`config.mk`:
```
export PLATFORM = sky130hd
export DESIGN_NAME = maze_route_fork
export DESIGN_NICKNAME = d
export VERILOG_FILES = /design/src/rtl/maze_route_fork.sv
export SDC_FILE = /design/constraint.sdc
export NUM_CORES = 1
export LEC_CHECK = 0
export ABC_AREA = 1
export CAP_MARGIN = 40
export CORE_MARGIN = 4
export CORE_UTILIZATION = 34
export CTS_CLUSTER_DIAMETER = 40
export DETAILED_ROUTE_END_ITERATION = 16
export PLACE_DENSITY = 0.75
export SETUP_SLACK_MARGIN = 0.5
export SLEW_MARGIN = 15
export SYNTH_ARGS = -nofsm -noshare
export SYNTH_HDL_FRONTEND = slang
export SYNTH_SLANG_ARGS = --single-unit
```
`constraint.sdc`:
```
create_clock -name clk -period 1.3 [get_ports clk]
set_clock_uncertainty 0.05 [all_clocks]
set_input_delay 0.13 -clock clk [delete_from_list [all_inputs] [get_ports clk]]
set_output_delay 0.13 -clock clk [all_outputs]
set_load 0.03 [all_outputs]
```
`src/rtl/maze_route_fork.sv`:
```
// maze_route_fork: computes the [N,W,S,E,B] request set of one packet and forks it to every requested output.
// Latency: out_valid appears one cycle after accept; drop_err pulses one cycle after a discarded accept.
// Backpressure: single-entry slot; in_ready only when every still-pending copy is accepted this cycle.
module maze_route_fork #(
  parameter int COORD_W = 3,
  parameter int MESH_X  = 8,
  parameter int MESH_Y  = 8,
  parameter int LOCAL_X = 0,
  parameter int LOCAL_Y = 0,
  parameter int DATA_W  = 32
) (
  input  logic               clk,
  input  logic               rst,
  input  logic               in_valid,
  output logic               in_ready,
  input  logic [COORD_W-1:0] in_tgt_x,
  input  logic [COORD_W-1:0] in_tgt_y,
  input  logic [COORD_W-1:0] in_src_x,
  input  logic [COORD_W-1:0] in_src_y,
  input  logic [1:0]         in_pkt_type,
  input  logic [DATA_W-1:0]  in_data,
  input  logic               pg_en,
  input  logic [COORD_W-1:0] pg_node_x,
  input  logic [COORD_W-1:0] pg_node_y,
  output logic [4:0]         out_valid,
  input  logic [4:0]         out_ready,
  output logic [COORD_W-1:0] out_tgt_x,
  output logic [COORD_W-1:0] out_tgt_y,
  output logic [COORD_W-1:0] out_src_x,
  output logic [COORD_W-1:0] out_src_y,
  output logic [1:0]         out_pkt_type,
  output logic [DATA_W-1:0]  out_data,
  output logic               drop_err
);

  // Output index of each direction inside the request vector.
  localparam int DIR_N = 0;
  localparam int DIR_W = 1;
  localparam int DIR_S = 2;
  localparam int DIR_E = 3;
  localparam int DIR_B = 4;

  localparam bit TOP = (LOCAL_Y == MESH_Y - 1);
  localparam bit BOT = (LOCAL_Y == 0);
  localparam bit RGT = (LOCAL_X == MESH_X - 1);
  localparam bit LFT = (LOCAL_X == 0);

  // Directions that lead to a real neighbour; B (local eject) always exists.
  localparam logic [4:0] EXISTS = {1'b1, !RGT, !BOT, !LFT, !TOP};

  // Coordinates are compared one bit wider so that LOCAL-1 at the left/bottom edge
  // wraps to a value no zero-extended fault coordinate can match, and LOCAL+1 never overflows.
  localparam int LXP_I = LOCAL_X + 1;
  localparam int LXM_I = LOCAL_X - 1;
  localparam int LYP_I = LOCAL_Y + 1;
  localparam int LYM_I = LOCAL_Y - 1;
  localparam logic [COORD_W:0] LX   = LOCAL_X[COORD_W:0];
  localparam logic [COORD_W:0] LY   = LOCAL_Y[COORD_W:0];
  localparam logic [COORD_W:0] LX_P = LXP_I[COORD_W:0];
  localparam logic [COORD_W:0] LX_M = LXM_I[COORD_W:0];
  localparam logic [COORD_W:0] LY_P = LYP_I[COORD_W:0];
  localparam logic [COORD_W:0] LY_M = LYM_I[COORD_W:0];

  typedef struct packed {
    logic [1:0]         pkt_type;
    logic [COORD_W-1:0] tgt_x;
    logic [COORD_W-1:0] tgt_y;
    logic [COORD_W-1:0] src_x;
    logic [COORD_W-1:0] src_y;
  } hdr_t;

  logic [COORD_W:0]  tx, ty, sx, sy, fx, fy;
  logic [4:0]        xy;
  logic [4:0]        uni;
  logic [4:0]        route_raw;
  logic [4:0]        route;
  logic              hop_fault;
  logic              tgt_fault;
  logic              accept;
  logic [4:0]        pending;
  hdr_t              hdr_q;
  logic [DATA_W-1:0] data_q;

  assign tx = {1'b0, in_tgt_x};
  assign ty = {1'b0, in_tgt_y};
  assign sx = {1'b0, in_src_x};
  assign sy = {1'b0, in_src_y};
  assign fx = {1'b0, pg_node_x};
  assign fy = {1'b0, pg_node_y};

  // Dimension-ordered next hop: resolve x first, then y, eject when both match.
  always_comb begin
    xy = '0;
    if (tx > LX)      xy[DIR_E] = 1'b1;
    else if (tx < LX) xy[DIR_W] = 1'b1;
    else if (ty > LY) xy[DIR_N] = 1'b1;
    else if (ty < LY) xy[DIR_S] = 1'b1;
    else              xy[DIR_B] = 1'b1;
  end

  assign hop_fault = (xy[DIR_E] && fx == LX_P && fy == LY)
                  || (xy[DIR_W] && fx == LX_M && fy == LY)
                  || (xy[DIR_N] && fx == LX   && fy == LY_P)
                  || (xy[DIR_S] && fx == LX   && fy == LY_M);
  assign tgt_fault = (tx == fx) && (ty == fy);

  // Unicast: XY hop, swapped for a perpendicular detour when that hop lands on the faulty node.
  always_comb begin
    uni = xy;
    if (pg_en && hop_fault) begin
      uni = '0;
      if (xy[DIR_E] || xy[DIR_W]) begin
        if (ty > LY)      uni[DIR_N] = 1'b1;
        else if (ty < LY) uni[DIR_S] = 1'b1;
        else if (TOP)     uni[DIR_S] = 1'b1;
        else              uni[DIR_N] = 1'b1;
      end else if (RGT) begin
        uni[DIR_W] = 1'b1;
      end else begin
        uni[DIR_E] = 1'b1;
      end
    end
    if (pg_en && tgt_fault) uni = '0;
  end

  // Request set per packet type; anything but unicast is refused while a fault is flagged.
  always_comb begin
    route_raw = '0;
    case (in_pkt_type)
      2'b00: route_raw = uni;
      2'b01: begin
        if (tx > LX)      route_raw[DIR_E] = 1'b1;
        else if (tx < LX) route_raw[DIR_W] = 1'b1;
        else begin
          route_raw[DIR_B] = 1'b1;
          route_raw[DIR_N] = (LY >= sy) && !TOP;
          route_raw[DIR_S] = (LY <= sy) && !BOT;
        end
      end
      2'b10: begin
        if (ty > LY)      route_raw[DIR_N] = 1'b1;
        else if (ty < LY) route_raw[DIR_S] = 1'b1;
        else begin
          route_raw[DIR_B] = 1'b1;
          route_raw[DIR_E] = (LX >= sx) && !RGT;
          route_raw[DIR_W] = (LX <= sx) && !LFT;
        end
      end
      2'b11: begin
        route_raw[DIR_B] = 1'b1;
        route_raw[DIR_N] = (LY >= sy) && !TOP;
        route_raw[DIR_S] = (LY <= sy) && !BOT;
        route_raw[DIR_E] = (LY == sy) && (LX >= sx) && !RGT;
        route_raw[DIR_W] = (LY == sy) && (LX <= sx) && !LFT;
      end
    endcase
    if (pg_en && in_pkt_type != 2'b00) route_raw = '0;
  end

  // A hop toward a missing neighbour (malformed target) is masked out and so becomes a drop.
  assign route    = route_raw & EXISTS;
  assign in_ready = (pending & ~out_ready) == 5'b00000;
  assign accept   = in_valid && in_ready;

  // Slot: capture on accept, otherwise retire each copy as its output takes it.
  always_ff @(posedge clk) begin
    if (rst) begin
      pending  <= '0;
      hdr_q    <= '0;
      data_q   <= '0;
      drop_err <= 1'b0;
    end else begin
      drop_err <= accept && (route == 5'b00000);
      if (accept) begin
        pending        <= route;
        hdr_q.pkt_type <= in_pkt_type;
        hdr_q.tgt_x    <= in_tgt_x;
        hdr_q.tgt_y    <= in_tgt_y;
        hdr_q.src_x    <= in_src_x;
        hdr_q.src_y    <= in_src_y;
        data_q         <= in_data;
      end else begin
        pending <= pending & ~out_ready;
      end
    end
  end

  assign out_valid    = pending;
  assign out_tgt_x    = hdr_q.tgt_x;
  assign out_tgt_y    = hdr_q.tgt_y;
  assign out_src_x    = hdr_q.src_x;
  assign out_src_y    = hdr_q.src_y;
  assign out_pkt_type = hdr_q.pkt_type;
  assign out_data     = data_q;

endmodule
```
==> metrics, run 1 <==
Max IR drop VDD 0.625 mV; leak pwr roughly 1.8 nW; Max FO, Critical Path 5; Global Route Usage Sum ~18%; max_cap viols 0; vias 2143; CTS sink count 52; Vias per Instance around 4.6; Final nets around 450; RSZ-0062 raised after global routing yes; Longest Clk Path Bufs 2; Synthesized Nets between 200 and 300; ant diodes 0; Die H 84.4 um; drt wl/cell roughly 14 um; path depth of the worst reg2reg path 8; I/O pin count around 110; CTS tree done; PnR worst setup slack -192 ps; Finished Core Util between 70% and 80%; crit path launch type register; Final Cycle Share 115%; largest net degree at the start of global routing 25; setup violators final 51; Post-synth EDFFs 0; first-pass GRT wire length between 10 and 15 mm; row count 27; Final Non-Filler Cells roughly 460; placed insts 430; HPWL Detailed around 4.2 mm; Hold Startpoint in_data[22]; critical path cell sequence nand2_2, nand2_2, nor3_4, nand2_2, nor2_4, buf_8, clkinvlp_4, o21ai_1; hold buffers post-CTS 0; leading area contributor after synthesis dfxtp_1; final instance area a little under 4000 um2; grt ovf 0; Critical Path Sink Type register; initial core utilization between 30% and 40%; CTS Buf Count 5; reg2reg start out_valid[3]$_SDFF_PP0_; core footprint between 5000 and 6000 um2; Critical-path top delay cell dfxtp_2; vias in the first global route 2121; top cells by area, synth dfxtp_1 52%, a22o_1 17%, nand2_1 7.9%; Placer Congestion ~0.82; critical path class reg -> reg; ys flop type dfxtp_1; Hold WC Path Type in -> reg; DRC 0; synthesized flop and latch total 52; Mapped Area slightly below 2000 um2; outcome finished, violations left; Initial DRC Count 74; Worst R2R End out_tgt_x[1]$_SDFFE_PP0P_; fraction of layout instances using a drive strength above 1 48.6%; Critical Path Source out_valid[3]$_SDFF_PP0_; failing checks setup timing; synth cell count leaders 52 x dfxtp_1, 42 x nand2_1, 38 x a22o_1, 24 x inv_1, 18 x nor2_1; ANT nets after route 0; Max stage delay on crit path roughly 340 ps; DRT Pass-1 Iters 4; clock slew at reported path FFs around 110 ps; syn_area_per_cell 8.91 um2; Worst Path Required roughly 1500 ps; share of the synthesized area in the top cell type roughly 52%; CP dominant cell by count nand2_2; min Tclk post-route ~1500 ps; flop2flop setup slack -190 ps; CTS root buf clkbuf_8; DIE AREA about 7100 um2; latest clock arrival within the worst-skew pair ~300 ps; Yosys cell types 23; Synth async-reset ratio 0%; FMAX roughly 0.67 GHz; H-tree levels 2; Post-Route WL ~6.5 mm; Slew HR approximately 83%; WP data arrival ~1700 ps; Final Hold Viols 0; Pwr Total 3.91 mW; Cell Area, Placed 3420 um2; port bufs ~110; Pins Over Slew Limit 0; register area share after synthesis around 52%; Cells after Synth 223; P per Cell Area a little under 1000 nW/um2; initial antenna violation count 0; measured slew at the worst slew-check pin 248 ps; Yosys Warn Count 0; most instantiated library cell after synthesis dfxtp_1; worst setup path end out_tgt_x[1]$_SDFFE_PP0P_; Die Width approximately 84 um; Area growth, synth to finish 98.9%
## cell usage in the layout, fill, tap and decap left out, drive strengths merged, types with 2 or more instances in the layout
cell / count
a21oi: 2
a22o: 38
buf: 105
clkbuf: 6
clkdlybuf4s50: 60
clkinvlp: 3
dfxtp: 52
inv: 26
nand2: 44
nand3: 9
nand3b: 2
nor2: 19
nor3: 5
o21ai: 12
xnor2: 2
## per-layer routing
layer / up-vias / wire length (um) / global-route usage, %
li1: 1088 / - / -
met1: 965 / 2890 / 22.5
met2: 85 / 3020 / 29.6
met3: 5 / 541 / 5.00
met4: 0 / 65 / 5.18
met5: - / 0 / 0
## cells by family after synthesis
group                     share of synthesized area [%]
AOI/OAI and AO/OA                                  21.4
xor gates and xnor gates                          0.882
buffers and inverters                              8.19
DFF                                                52.4
and+or+nand+nor                                    17.1
## area by class of cell
class	instances	area, um2
well taps	72	90.1
flip-flops and latches	52	1110
repair inverters	1	7.51
clock buffers	5	68.8
clock inverters	3	25.0
inverters	25	97.6
multi-input cells	137	838
repair buffers	166	1720
fillers	460	1620
## worst max-delay path, delay by kind of cell, from the launching register on
kind / cells / cell delay, ps
buf+inv: 2 / 310
flops: 1 / 340
simple gates: 5 / 570
compound gates: 1 / 150
## flip-flops by register name, summed over array words and instances, names as in the netlist
signal and flops:
out_data 32, out_src_x 3, out_valid 5, out_src_y 3
drop_err 1, out_tgt_x 3, out_pkt_type 2, out_tgt_y 3
## where the power goes
| group | internal (mW) | switching, mW |
|---|---|---|
| sequential | 1.72 | 0.0799 |
| combinational | 0.617 | 0.513 |
| clock | 0.394 | 0.586 |
## through the flow
| stage | hold WS [ps] | setup WS (ps) | setup TNS [ps] |
|---|---|---|---|
| CTS | 359 | -186 | -7920 |
| floorplan | 184 | -463 | -20500 |
| global placement | 378 | -461 | -21080 |
| global route | 362 | -296 | -13110 |
| finish | 362 | -192 | -7210 |
| detailed placement | 384 | -489 | -22640 |
## worst min-delay path by stage
stage                                      to  slack (ps)  cells past startpoint
floorplan             out_valid[4]$_SDFF_PP0_         180                      1
global placement    out_tgt_x[2]$_SDFFE_PP0P_         380                      2
detailed placement  out_tgt_x[2]$_SDFFE_PP0P_         380                      2
CTS                 out_data[11]$_SDFFE_PP0P_         360                      2
global route        out_data[30]$_SDFFE_PP0P_         360                      2
finish              out_data[22]$_SDFFE_PP0P_         360                      2
## timing repair
item,in CTS,in global routing
setup endpoints to repair,105,105
cloned,3,1
resized for setup,414,18
pin swaps,5,9
buffers inserted,16,3
(Power assumes the default switching activity.)
==> run 2: changes to the inputs <==
- CAP_MARGIN: 40 -> 20
- CORE_MARGIN: 4 -> 10
- CTS_CLUSTER_SIZE: unset -> 16
==> run 2 against run 1 <==
  * Register-to-register slack lost 50 ps
  * Power rose by 0.34%
  * Global-route usage shrank 3.2 points
  * The run still ends with setup timing left
  * Sequential cell count is the same
  * Combinational power is 4% higher
  * Largest power group unchanged
  * Sequential power hardly changed
  * Non-clock buffer count is 5 higher
  * Critical path depth rose by 2
==> metrics, run 2 (synthesized netlist as in run 1, its figures left out) <==
Hold Path End out_data[11]$_SDFFE_PP0P_; grt ovf 0 (unchanged); P per Cell Area 974 nW/um2 (-1.6%); I/O pin count 114 (unchanged); DRC 0 (unchanged); flop2flop setup slack -240 ps (-50 ps); CTS root buf clkbuf_8; Slew HR 79.4% (-3.9 points); core footprint 5570 um2 (unchanged); Critical Path Sink Type register; Clock power frac 24.1% (-1.0 points); vias in the first global route 2209 (+4.1%); Worst R2R End out_data[14]$_SDFFE_PP0P_; setup violators final 53 (+3.9%); hold buffers post-CTS 0 (unchanged); Pwr Total 3.92 mW (+0.34%); Initial DRC Count 56 (-24%); latest clock arrival within the worst-skew pair 300 ps (about the same); leak pwr 1.83 nW (+2.5%); Area growth, synth to finish 103%; Placer Congestion 0.839 (+2.6%); Final Hold Viols 0 (unchanged); Longest Clk Path Bufs 2 (unchanged); most frequent cells in the layout 62 x buf_6, 60 x clkdlybuf4s50_1, 51 x dfxtp_2; outcome finished, violations left; HPWL Detailed 5.03 mm (+19%); Die H 96.4 um (+14%); DIE AREA 9300 um2 (+30%); final instance area 4030 um2 (+2.0%); FILL cells 422 (-8.3%); initial core utilization 35.6% (unchanged); RSZ-0062 raised after global routing yes; max_cap viols 0 (unchanged); drt wl/cell 16.3 um (+15%); Global Route Usage Sum 14.5% (-3.2 points); Max FO, Critical Path 5 (unchanged); measured slew at the worst slew-check pin 310 ps (+62.0 ps); Flop pwr share 45.8% (-0.3 points); Multi-input gate area 831 um2 (-0.90%); Pins Over Slew Limit 0 (unchanged); Worst Path Required 1500 ps (about the same); port bufs 113 (unchanged); critical path class reg -> reg; Final Cycle Share 119% (+3.9 points); ant diodes 0 (unchanged); PnR worst setup slack -242 ps (-50.5 ps); reg2reg start out_valid[4]$_SDFF_PP0_; vias 2184 (+1.9%); Post-Route WL 7.60 mm (+16%); crit path launch type register; WP data arrival 1740 ps (+60 ps); first-pass GRT wire length 10.8 mm (+4.6%); CTS tree done; hold path cells 2 (unchanged); most common cell after layout, fill and taps aside buf_6; sw frac 29.8% (-0.36 points); Final nets 453 (+0.89%); Seq. cell area 1110 um2 (unchanged); placed insts 430 (unchanged); Die Width 96.4 um (+14%); ANT nets after route 0 (unchanged); Hold WS 377 ps (+15.0 ps); CTS sink count 52 (unchanged); clock slew at reported path FFs 100 ps (about the same); Final Non-Filler Cells 465 (+0.87%); initial antenna violation count 0 (unchanged); H-tree levels 2 (unchanged); Psw 1.17 mW (-0.86%); Vias per Instance 4.70 (+1.0%); number of flip-flops in the largest register 32 (unchanged); Comb power frac 30.1% (+1.2 points); Internal 2.76 mW (+0.86%); fraction of layout instances using a drive strength above 1 48.3% (-0.24 points); Cell Area, Placed 3430 um2 (+0.37%); DRT Pass-1 Iters 6 (+2); path depth of the worst reg2reg path 10 (+2); Hold WC Path Type in -> reg; FMAX 0.648 GHz (-3.3%); Hold Startpoint in_data[11]; failing checks setup timing; row count 27 (unchanged); Max IR drop VDD 0.551 mV (-12%); largest net degree at the start of global routing 25 (unchanged); min Tclk post-route 1540 ps (+50.5 ps); CTS Buf Count 5 (unchanged)
[run 2: cell types whose count changed in the layout (fill, tap and decap cells not counted), sizes merged]
cell / previous run / this run
clkinvlp: 3 / 0
dlygate4sd2: 0 / 1
clkbuf: 6 / 8
clkinv: 0 / 2
buf: 105 / 107
[run 2: repair_timing]
action                     CTS  global route
setup buffers               16             5
resized for setup          405            21
setup endpoints to repair  105           105
pin swaps                    6             2
gates cloned                 2             4
[run 2: power groups by stage]
stage,Clock [mW],Sequential (mW),Combinational (mW)
4_1_cts,0.961,1.79,1.11
6_report,0.944,1.80,1.18
2_1_floorplan,0,2.00,0.248
3_3_place_gp,0,1.79,0.982
3_5_place_dp,0,1.79,0.993
5_1_grt,1.02,1.81,1.25
[run 2: metrics by stage]
stage | utilization, % | TNS [ps] | setup slack (ps)
final | 72.3 | -10320 | -242
after global routing | 72.3 | -15270 | -335
after CTS | 69.3 | -8370 | -179
after detailed placement | 61.5 | -23560 | -497
after global placement | 61.5 | -21060 | -435
after floorplan | - | -20500 | -463
[run 2: per-layer routing]
layer / vias to the layer above / part of all wire, % / routed length, um / track usage (%)
met1: 997 / 42 / 3230 / 16.7
met4: 0 / 0.58 / 44 / 2.54
li1: 1094 / - / - / -
met3: 5 / 10 / 797 / 6.71
met2: 88 / 46 / 3530 / 24.6
met5: - / 0 / 0 / 0
[run 2: cell type report]
class / instances / share of cell area [%]
tap: 72 / 2.24
clock buffer: 5 / 1.71
timing repair buffer: 171 / 44.9
sequential: 52 / 27.5
inverter: 25 / 2.45
multi-input combinational: 137 / 20.6
clock inverter: 3 / 0.559
[run 2: worst max path at each step]
stage	from	cells after the start	end	slack [ps]
after floorplan	out_valid[4]$_SDFF_PP0_	11	out_data[10]$_SDFFE_PP0P_	-460
after global placement	out_ready[1]	10	drop_err$_SDFF_PP0_	-440
after detailed placement	out_ready[1]	10	drop_err$_SDFF_PP0_	-500
after CTS	out_valid[4]$_SDFF_PP0_	10	out_data[10]$_SDFFE_PP0P_	-180
after global routing	out_valid[4]$_SDFF_PP0_	10	out_data[14]$_SDFFE_PP0P_	-340
final	out_valid[4]$_SDFF_PP0_	10	out_data[14]$_SDFFE_PP0P_	-240
[run 2: critical path: stages, from the launching register on]
cell	delay, ps
dfxtp_4	350
inv_2	40
nor2_1	30
inv_1	70
nand2_2	70
nor3_4	150
nand2_2	110
nor2_4	140
buf_6	180
clkbuf_16	160
a22o_1	140
==> run 3: changes to the inputs <==
- CORE_UTILIZATION: 34 -> 38
- PLACE_DENSITY: 0.75 -> 0.79
- SKIP_CTS_REPAIR_TIMING: unset -> 1
- clock period: 1.3 -> 1.65 ns (I/O delays scaled with it)
==> run 3 against run 2 <==
  * The run now ends clean
  * Setup slack improved by 380 ps
  * Critical path depth unchanged
  * Via count decreased by 6.6%
  * Non-clock buffer count shrank 29
  * Clock power decreased by 23%
  * Sequential cell count stayed put
  * Largest power group unchanged
  * Highest routed layer unchanged
==> metrics, run 3 (synthesized netlist as in run 1, its figures left out) <==
CP dominant cell by count nand2_2; TNS Setup 0 ps (+10320 ps); min Tclk post-route about 1500 ps; Global Route Usage Sum 14.6% (+0.048 points); CTS tree done; initial antenna violation count 0 (unchanged); vias 2040 (-6.6%); port bufs 113 (unchanged); DIE AREA 8520 um2 (-8.4%); Cell Area, Placed 3370 um2 (-1.8%); Final Hold Viols 0 (unchanged); Vias per Instance 4.70 (about the same); grt ovf 0 (unchanged); Flop pwr share 48.3% (+2.5 points); H-tree levels 2 (unchanged); I/O pin count 114 (unchanged); hold path cells 2 (unchanged); Die H 92.3 um (-4.3%); most frequent cells in the layout 60 x clkdlybuf4s50_1, 51 x clkbuf_2, 50 x dfxtp_1; Post-Route WL 6.89 mm (-9.4%); sw frac 30.3% (+0.52 points); Initial DRC Count 62 (+11%); CTS root buf clkbuf_8; outcome finished clean; Placer Congestion 0.833 (-0.72%); final instance area 3380 um2 (-16%); Critical Path Sink Type register; Max FO, Critical Path 8 (+3); ant diodes 0 (unchanged); measured slew at the worst slew-check pin 324 ps (+13.6 ps); Worst Path Required 1850 ps (+350 ps); Hold WC Path Type in -> reg; latest clock arrival within the worst-skew pair 300 ps (about the same); Hold Startpoint in_data[4]; clock slew at reported path FFs 100 ps (about the same); crit path launch type input pin; ANT nets after route 0 (unchanged); DRC 0 (unchanged); vias in the first global route 2021 (-8.5%); HPWL Detailed 5.17 mm (+2.8%); leak pwr 1.59 nW (-13%); P per Cell Area 847 nW/um2 (-13%); Critical-path top delay cell clkdlybuf4s50_1; CTS sink count 52 (unchanged); critical path cell sequence clkdlybuf4s50_1, inv_1, nand2_2, nand2_2, nor3_4, nand2_2, nor2_4, buf_12, clkbuf_16, a22o_1; most common cell after layout, fill and taps aside clkdlybuf4s50_1; Clock power frac 25.4% (+1.3 points); Internal 2.00 mW (-28%); row count 26 (-3.7%); WP data arrival 1710 ps (-30 ps); Max IR drop VDD 0.455 mV (-17%); DRT Pass-1 Iters 6 (unchanged); Longest Clk Path Bufs 2 (unchanged); drt wl/cell 15.9 um (-2.9%); first-pass GRT wire length 10.3 mm (-4.7%); Psw 0.868 mW (-26%); path depth of the worst reg2reg path 10 (unchanged); Pins Over Slew Limit 0 (unchanged); reg2reg start out_valid[4]$_SDFF_PP0_; largest net degree at the start of global routing 25 (unchanged); number of flip-flops in the largest register 32 (unchanged); CTS Buf Count 5 (unchanged); RSZ-0062 raised after global routing yes; Max stage delay on crit path 460 ps (+110 ps); initial core utilization 39.2% (+3.5 points); setup violators final 0 (-100%); Area growth, synth to finish 70.3%; Final Cycle Share between 90% and 100%; Final nets 424 (-6.4%); Die Width 92.3 um (-4.3%); critical path class in -> reg; core footprint 5070 um2 (-9.0%); Critical Path Source out_ready[2]; Comb power frac 26.4% (-3.7 points); fraction of layout instances using a drive strength above 1 30.2% (-18 points); FMAX about 0.66 GHz; max_cap viols 0 (unchanged); Slew HR 78.2% (-1.2 points)
==> run 3: layout make-up <==
class,instances,area (um2)
clock buffers,6,72.6
inverters,25,96.3
repair buffers,142,1220
flip-flops and latches,52,1050
fillers,464,1690
well taps,70,87.6
clock inverters,2,16.3
multi-input cells,137,842
==> run 3: critical path, delay by kind of cell <==
family	cells	cell delay [ps]
AOI/OAI and AO/OA	1	130
buffers and inverters	4	810
and+or+nand+nor	5	600
==> run 3: power groups by stage <==
stage | sequential, mW | clock, mW | combinational, mW
2_1_floorplan | 1.58 | 0 | 0.195
3_3_place_gp | 1.41 | 0 | 0.769
3_5_place_dp | 1.41 | 0 | 0.779
4_1_cts | 1.38 | 0.757 | 0.781
5_1_grt | 1.39 | 0.802 | 0.805
6_report | 1.38 | 0.727 | 0.755
==> run 3: stage by stage <==
| stage | utilization (%) | hold slack [ps] | setup slack [ps] | total power, mW | instances |
|---|---|---|---|---|---|
| floorplan | - | 219 | -113 | 1.77 | 223 |
| global placement | 66.4 | 379 | -157 | 2.18 | 420 |
| detailed placement | 66.4 | 390 | -208 | 2.19 | 420 |
| CTS | 68.2 | 402 | 61.3 | 2.92 | 428 |
| global route | 66.7 | 409 | 73.6 | 3.00 | 434 |
| finish | 66.7 | 415 | 138 | 2.87 | 434 |
==> run 3: per-layer routing <==
layer | routed length [um] | vias up | global-route usage (%)
li1 | - | 1035 | -
met1 | 3120 | 922 | 18.0
met5 | 0 | - | 0
met4 | 37 | 0 | 3.08
met2 | 3250 | 79 | 23.6
met3 | 471 | 4 | 5.57
==> run 3: path summary, 6_finish.rpt <==
path / endpoint / slack [ps]
worst min-delay path: out_data[4]$_SDFFE_PP0P_ / 410
worst max-delay path: out_data[25]$_SDFFE_PP0P_ / 140
worst min register to register: out_tgt_x[0]$_SDFFE_PP0P_ / 420
worst max register to register: out_data[25]$_SDFFE_PP0P_ / 160
